$ cat config.mk
export PLATFORM = sky130hd
export DESIGN_NAME = rect_fill
export DESIGN_NICKNAME = d
export VERILOG_FILES = /design/src/rtl/gpu_pkg.sv /design/src/rtl/raster_counter.sv /design/src/rtl/rect_fill.sv
export SDC_FILE = /design/constraint.sdc
export NUM_CORES = 1
export LEC_CHECK = 0
export BUFFER_PORTS_ARGS = -buffer_cell sky130_fd_sc_hd__buf_2
export CAP_MARGIN = 25
export CORE_MARGIN = 5
export CORE_UTILIZATION = 50
export DETAILED_ROUTE_END_ITERATION = 8
export PLACE_DENSITY = 0.74
export SYNTH_ARGS = -nofsm -noshare
export SYNTH_HDL_FRONTEND = slang
export SYNTH_SLANG_ARGS = --single-unit
$ cat constraint.sdc
create_clock -name CLK -period 2.2 [get_ports CLK]
set_input_delay 0.11 -clock CLK [delete_from_list [all_inputs] [get_ports CLK]]
set_output_delay 0.11 -clock CLK [all_outputs]
set_load 0.05 [all_outputs]
$ cat src/rtl/gpu_pkg.sv
// gpu_pkg -- definitions shared across the GPU drawing engines.
//   rf_state_t : rect_fill controller states
//   XMAX_DEF / YMAX_DEF : last visible column / row of the default 640x480 raster
//   ENG_* : engine select codes used by the coordinate mux
package gpu_pkg;

  typedef enum logic [1:0] {
    ST_IDLE  = 2'd0,
    ST_SETUP = 2'd1,
    ST_FILL  = 2'd2,
    ST_FIN   = 2'd3
  } rf_state_t;

  localparam int XMAX_DEF = 639;
  localparam int YMAX_DEF = 479;

  localparam logic [3:0] ENG_CF   = 4'd0;
  localparam logic [3:0] ENG_CD   = 4'd1;
  localparam logic [3:0] ENG_RF   = 4'd2;
  localparam logic [3:0] ENG_RD   = 4'd3;
  localparam logic [3:0] ENG_LD   = 4'd4;
  localparam logic [3:0] ENG_FU   = 4'd10;
  localparam logic [3:0] ENG_IDLE = 4'd15;

endpackage

$ cat src/rtl/raster_counter.sv
// raster_counter -- nested x/y counter that walks a rectangle row-major.
//   CLK, RST          : clock, asynchronous active-high reset (x=y=0)
//   load              : start a new walk at (xmin, ymin)
//   adv               : step to the next pixel
//   xmin, ymin, xmax, ymax : rectangle bounds (xmin/xmax must stay stable while walking)
//   x, y              : current pixel
//   last              : current pixel is (xmax, ymax)
module raster_counter #(
  parameter int XW = 10,
  parameter int YW = 9
) (
  input  logic          CLK,
  input  logic          RST,
  input  logic          load,
  input  logic          adv,
  input  logic [XW-1:0] xmin,
  input  logic [YW-1:0] ymin,
  input  logic [XW-1:0] xmax,
  input  logic [YW-1:0] ymax,
  output logic [XW-1:0] x,
  output logic [YW-1:0] y,
  output logic          last
);

  // Row end is detected by equality, so an all-ones xmax never needs x to wrap.
  always_ff @(posedge CLK or posedge RST) begin
    if (RST) begin
      x <= '0;
      y <= '0;
    end else if (load) begin
      x <= xmin;
      y <= ymin;
    end else if (adv) begin
      if (x == xmax) begin
        x <= xmin;
        y <= y + YW'(1);
      end else begin
        x <= x + XW'(1);
      end
    end
  end

  assign last = (x == xmax) && (y == ymax);

endmodule

$ cat src/rtl/rect_fill.sv
// rect_fill -- emits every pixel of an axis-aligned rectangle, row-major,
// over a VALID/READY handshake.
//   CLK, RST        : clock, asynchronous active-high reset
//   START           : one-cycle fill request, sampled only when idle
//   ABORT           : synchronous cancel, returns to idle without DONE
//   X0, X1, Y0, Y1  : rectangle corners in any order
//   COLOR           : fill colour, captured with START
//   READY           : downstream accepts the presented pixel
//   VALID           : xRF/yRF/cOut hold a pixel
//   xRF, yRF, cOut  : pixel coordinate and colour
//   BUSY            : not idle
//   DONE            : one-cycle pulse when a fill completes
// Build option: define RECT_FILL_CLIP_EN to clamp the rectangle to XMAX/YMAX;
// a rectangle lying wholly outside the visible area then completes with no pixels.
module rect_fill
  import gpu_pkg::*;
#(
  parameter int XW   = 10,
  parameter int YW   = 9,
  parameter int XMAX = XMAX_DEF,
  parameter int YMAX = YMAX_DEF
) (
  input  logic          CLK,
  input  logic          RST,
  input  logic          START,
  input  logic          ABORT,
  input  logic [XW-1:0] X0,
  input  logic [XW-1:0] X1,
  input  logic [YW-1:0] Y0,
  input  logic [YW-1:0] Y1,
  input  logic [7:0]    COLOR,
  input  logic          READY,
  output logic          VALID,
  output logic [XW-1:0] xRF,
  output logic [YW-1:0] yRF,
  output logic [7:0]    cOut,
  output logic          BUSY,
  output logic          DONE
);

`ifdef RECT_FILL_CLIP_EN
  localparam bit CLIP_EN = 1'b1;
`else
  localparam bit CLIP_EN = 1'b0;
`endif

  localparam logic [XW-1:0] XMAX_W = XW'(XMAX);
  localparam logic [YW-1:0] YMAX_W = YW'(YMAX);

  rf_state_t     state_q, state_d;
  logic [XW-1:0] xmin_q, xmax_q, xmax_eff;
  logic [YW-1:0] ymin_q, ymax_q, ymax_eff;
  logic [7:0]    color_q;
  logic          empty, last, load, adv;

  // Corners are sorted as they are captured so later stages see min/max only.
  // Reset clears them too because cOut must read 0 under reset.
  always_ff @(posedge CLK or posedge RST) begin
    if (RST) begin
      xmin_q  <= '0;
      xmax_q  <= '0;
      ymin_q  <= '0;
      ymax_q  <= '0;
      color_q <= '0;
    end else if (state_q == ST_IDLE && START) begin
      xmin_q  <= (X0 < X1) ? X0 : X1;
      xmax_q  <= (X0 < X1) ? X1 : X0;
      ymin_q  <= (Y0 < Y1) ? Y0 : Y1;
      ymax_q  <= (Y0 < Y1) ? Y1 : Y0;
      color_q <= COLOR;
    end
  end

  // Clipping is evaluated from the latched bounds, which stay frozen for the
  // whole fill, so the clamped values can feed the counter combinationally.
  assign xmax_eff = (CLIP_EN && xmax_q > XMAX_W) ? XMAX_W : xmax_q;
  assign ymax_eff = (CLIP_EN && ymax_q > YMAX_W) ? YMAX_W : ymax_q;
  assign empty    = CLIP_EN && (xmin_q > XMAX_W || ymin_q > YMAX_W);

  always_ff @(posedge CLK or posedge RST) begin
    if (RST) state_q <= ST_IDLE;
    else     state_q <= state_d;
  end

  always_comb begin
    state_d = state_q;
    case (state_q)
      ST_IDLE:  if (START) state_d = ST_SETUP;
      ST_SETUP: if (ABORT) state_d = ST_IDLE;
                else if (empty) state_d = ST_FIN;
                else state_d = ST_FILL;
      ST_FILL:  if (ABORT) state_d = ST_IDLE;
                else if (READY && last) state_d = ST_FIN;
      ST_FIN:   state_d = ST_IDLE;
      default:  state_d = ST_IDLE;
    endcase
  end

  // ABORT suppresses the step so a cancelled pixel is never counted as sent.
  assign load = (state_q == ST_SETUP);
  assign adv  = (state_q == ST_FILL) && READY && !ABORT;

  raster_counter #(
    .XW (XW),
    .YW (YW)
  ) u_cnt (
    .CLK  (CLK),
    .RST  (RST),
    .load (load),
    .adv  (adv),
    .xmin (xmin_q),
    .ymin (ymin_q),
    .xmax (xmax_eff),
    .ymax (ymax_eff),
    .x    (xRF),
    .y    (yRF),
    .last (last)
  );

  assign cOut  = color_q;
  assign VALID = (state_q == ST_FILL);
  assign BUSY  = (state_q != ST_IDLE);
  assign DONE  = (state_q == ST_FIN);

endmodule

==> out/qor.txt <==
slowest cell on the critical path = or4_1
post-cts gate resize count = 0
H-tree Lvls = 3
slack of the worst reg-to-reg path = 0.16 ns
Tmin final = 2.044 ns
initial antenna violation count = 0
Remaining Overflow, GRT = 0
Required @ worst endpoint = 2.45 ns
period utilization = 92.91%
worst-skew pair later-pin latency = 0.34 ns
overall global routing resource usage = 20.01%
final cell count without fillers = 615
Post-Syn Instances = 413
final slew viol count = 0
DR WL/cell = 15.06 um
Syn Nets = 483
Antenna Nets Post-Route = 0
Crit Path Category = register to register
antenna cells = 0
Root Buffer = clkbuf_8
clock skew after layout = 0.009320 ns
Mapped Area = 3941 um2
Worst EP arrival = 2.30 ns
site row count = 32
Mean Syn Cell Area = 9.543 um2
RSZ-0062 raised after global routing = no
Lkg Pwr = 2.319 nW
EDFF count, synth = 0
Rel. slew slack = 67.78%
layout cells sized above 1 = 28.27%
largest net degree at the start of global routing = 43
fmax = 0.4892 GHz
Unique masters post-synth = 47
fin nets = 579
DP Cell Count = 593
WP buf/inv = 1
Clk pwr share = 19.2%
Final setup viols = 0
Synth warnings = 0
register area share after synthesis = 42.54%
Peak VDD IR = 0.5234 mV
Starting Density = 51.27%
Sw Pwr = 2.207 mW
Synth Flop Type = dfrtp_1
Sw Ratio = 42.90%
Die Y = 98.79 um
worst r2r src = u_cnt.x[9]$_DFFE_PP0P_
post-route DRC violation count = 0
Area growth syn-to-layout = 22.48%
async set or reset register ratio after synthesis = 100.0%
Seq pwr share = 37.5%
clock slew at reported path FFs = 0.07 ns
Critical Path Start = u_cnt.x[9]$_DFFE_PP0P_
critical path peak fanout = 8
DRT Wirelength = 9263 um
hold wc startpoint = COLOR[7]
vias in the first global route = 3379
cts bufs inserted = 9
filler instances = 656
CTS tree = yes
port bufs = 80
First-pass DRT Iterations = 6
vias = 3304
delay-heaviest family, CP = simple AND/OR/NAND/NOR gates
element type at the critical path end = register
synthesized flop and latch total = 67
Bufs on Longest Clock Path = 2
Register-to-Register Path Depth = 6
Die X-Extent = 98.79 um
first-pass GRT wire length = 15820 um
CP cell instances = xor2_1 -> nor4_2 -> nand4_1 -> buf_4 -> or4_1 -> a31oi_1
hold slack = 0.01299 ns
clk sink count = 67
crit-path max cell delay = 0.53 ns
Min-Delay Path Class = primary input to register
Hold Fails Final Rpt = 0
PD cells = 1066 nW/um2
crit start category = register
cell count along the critical path = 6
actual slew at the worst max-slew pin = 0.4816 ns
GPL Wtd Cong = 0.8012
combinational share of power = 43.2%
status = finished clean
die area = 9758 um2
reg-to-reg endpoint = u_cnt.y[7]$_DFFE_PP0P_
Via density = 5.372
1st-iter DRT viols = 231
cell-internal power = 2.938 mW
crit path to = u_cnt.y[7]$_DFFE_PP0P_
final setup TNS = 0 ns
Core ar. = 7687 um2
Max-cap violations = 0
I/O pins = 81
Post-DP HPWL = 7137 um
## sequential cells by signal, summed over array words and instances (netlist names)
| signal | count |
|---|---|
| u_cnt.x | 10 |
| state_q | 2 |
| u_cnt.y | 9 |
| cOut | 8 |
| ymin_q | 9 |
| ymax_eff | 9 |
| xmax_eff | 10 |
| xmin_q | 10 |
## area by class of cell
| class | instances | area (um2) | share of cell area (%) |
|---|---|---|---|
| clock inverters | 1 | 5.005 | 0.1037 |
| well taps | 102 | 127.6 | 2.644 |
| clock buffers | 14 | 192.7 | 3.992 |
| inverters | 24 | 90.09 | 1.866 |
| multi-input cells | 299 | 2097 | 43.44 |
| flip-flops and latches | 67 | 1677 | 34.73 |
| repair buffers | 108 | 638.1 | 13.22 |
## power groups by stage
stage	clock network, mW	registers [mW]	logic [mW]
floorplan	0	2.51	1.00
global placement	0	1.93	2.16
detailed placement	0	1.95	2.21
CTS	1.01	1.93	2.23
global route	1.07	1.98	2.43
finish	0.989	1.93	2.23
## routing by layer
| layer | GRT usage (%) | wire (um) | up-vias |
|---|---|---|---|
| met2 | 30.32 | 4229 | 99 |
| met5 | 0 | 0 | - |
| met1 | 28.18 | 4295 | 1549 |
| met4 | 6.513 | 122 | 0 |
| li1 | - | - | 1645 |
| met3 | 4.954 | 614 | 11 |
## timing repair
item / 4_1_cts / 5_1_grt
buffers inserted: 0 / 1
endpoints found under the setup margin: 0 / 2
endpoints found under the hold margin: 12 / 1
hold buffers: 5 / 1
## cells by family (layout without fill, tap and decap cells)
group                    count (synthesis)  count (layout)  synth area share, %
AO/OA/AOI/OAI                           87              87                12.92
XOR/XNOR                                25              25                5.556
adder cells (fa/ha/maj)                 19              19                6.032
buffers and inverters                   47             147                4.857
flip-flops                              67              67                42.54
multiplexers                            52              52                13.62
AND/OR/NAND/NOR                        116             116                14.48
## cell usage after synthesis, types with 3 or more instances
cell type / number / area share [%]
mux2i_1: 39 / 9.9
xnor2_1: 5 / 1.1
nor3_1: 4 / 0.51
a211oi_1: 3 / 0.57
nand2_1: 13 / 1.2
dfrtp_1: 67 / 43
nand2b_1: 4 / 0.63
a21oi_1: 47 / 6.0
o21ai_0: 13 / 1.7
clkbuf_1: 12 / 1.1
buf_2: 6 / 0.76
nand4_1: 9 / 1.4
ha_1: 19 / 6.0
a31oi_1: 9 / 1.4
buf_1: 3 / 0.29
mux2_2: 13 / 3.7
nor2_1: 58 / 5.5
nand3_1: 6 / 0.76
xor2_1: 20 / 4.4
inv_1: 24 / 2.3
## metrics by stage
stage               util (%)  power (mW)  setup slack [ns]  area (um2)
floorplan                  -       3.511           0.03783        3941
CTS                    62.57       5.170           0.05560        4810
global route           62.79       5.481           0.05806        4827
global placement       59.34       4.091            0.1877        4562
detailed placement     59.34       4.163            0.1069        4562
finish                 62.79       5.145            0.1559        4827
## how the worst min path moves through the flow
stage,endpoint,slack [ns],cells past startpoint
CTS,cOut[7]$_DFFE_PP0P_,0.001,2
global route,cOut[3]$_DFFE_PP0P_,0.008,2
detailed placement,cOut[2]$_DFFE_PP0P_,0.03,2
finish,cOut[7]$_DFFE_PP0P_,0.01,2
floorplan,cOut[4]$_DFFE_PP0P_,0.26,1
global placement,cOut[1]$_DFFE_PP0P_,0.03,2
## cells in the final DEF (no fill, tap or decap), drive strengths merged, types with 3 or more instances in the layout
cell,synthesis,routed
buf,11,102
dfrtp,67,67
nor2,58,58
a21oi,47,47
mux2i,39,39
inv,24,24
xor2,20,20
ha,19,19
clkbuf,12,14
mux2,13,13
o21ai,13,13
nand2,13,13
nand4,9,9
a31oi,9,9
nand3,6,6
dlygate4sd3,0,6
xnor2,5,5
nand2b,4,4
nor3,4,4
and3,4,4
a211oi,3,3
nor4,3,3
Note: power is estimated with default switching activity, not from simulation.
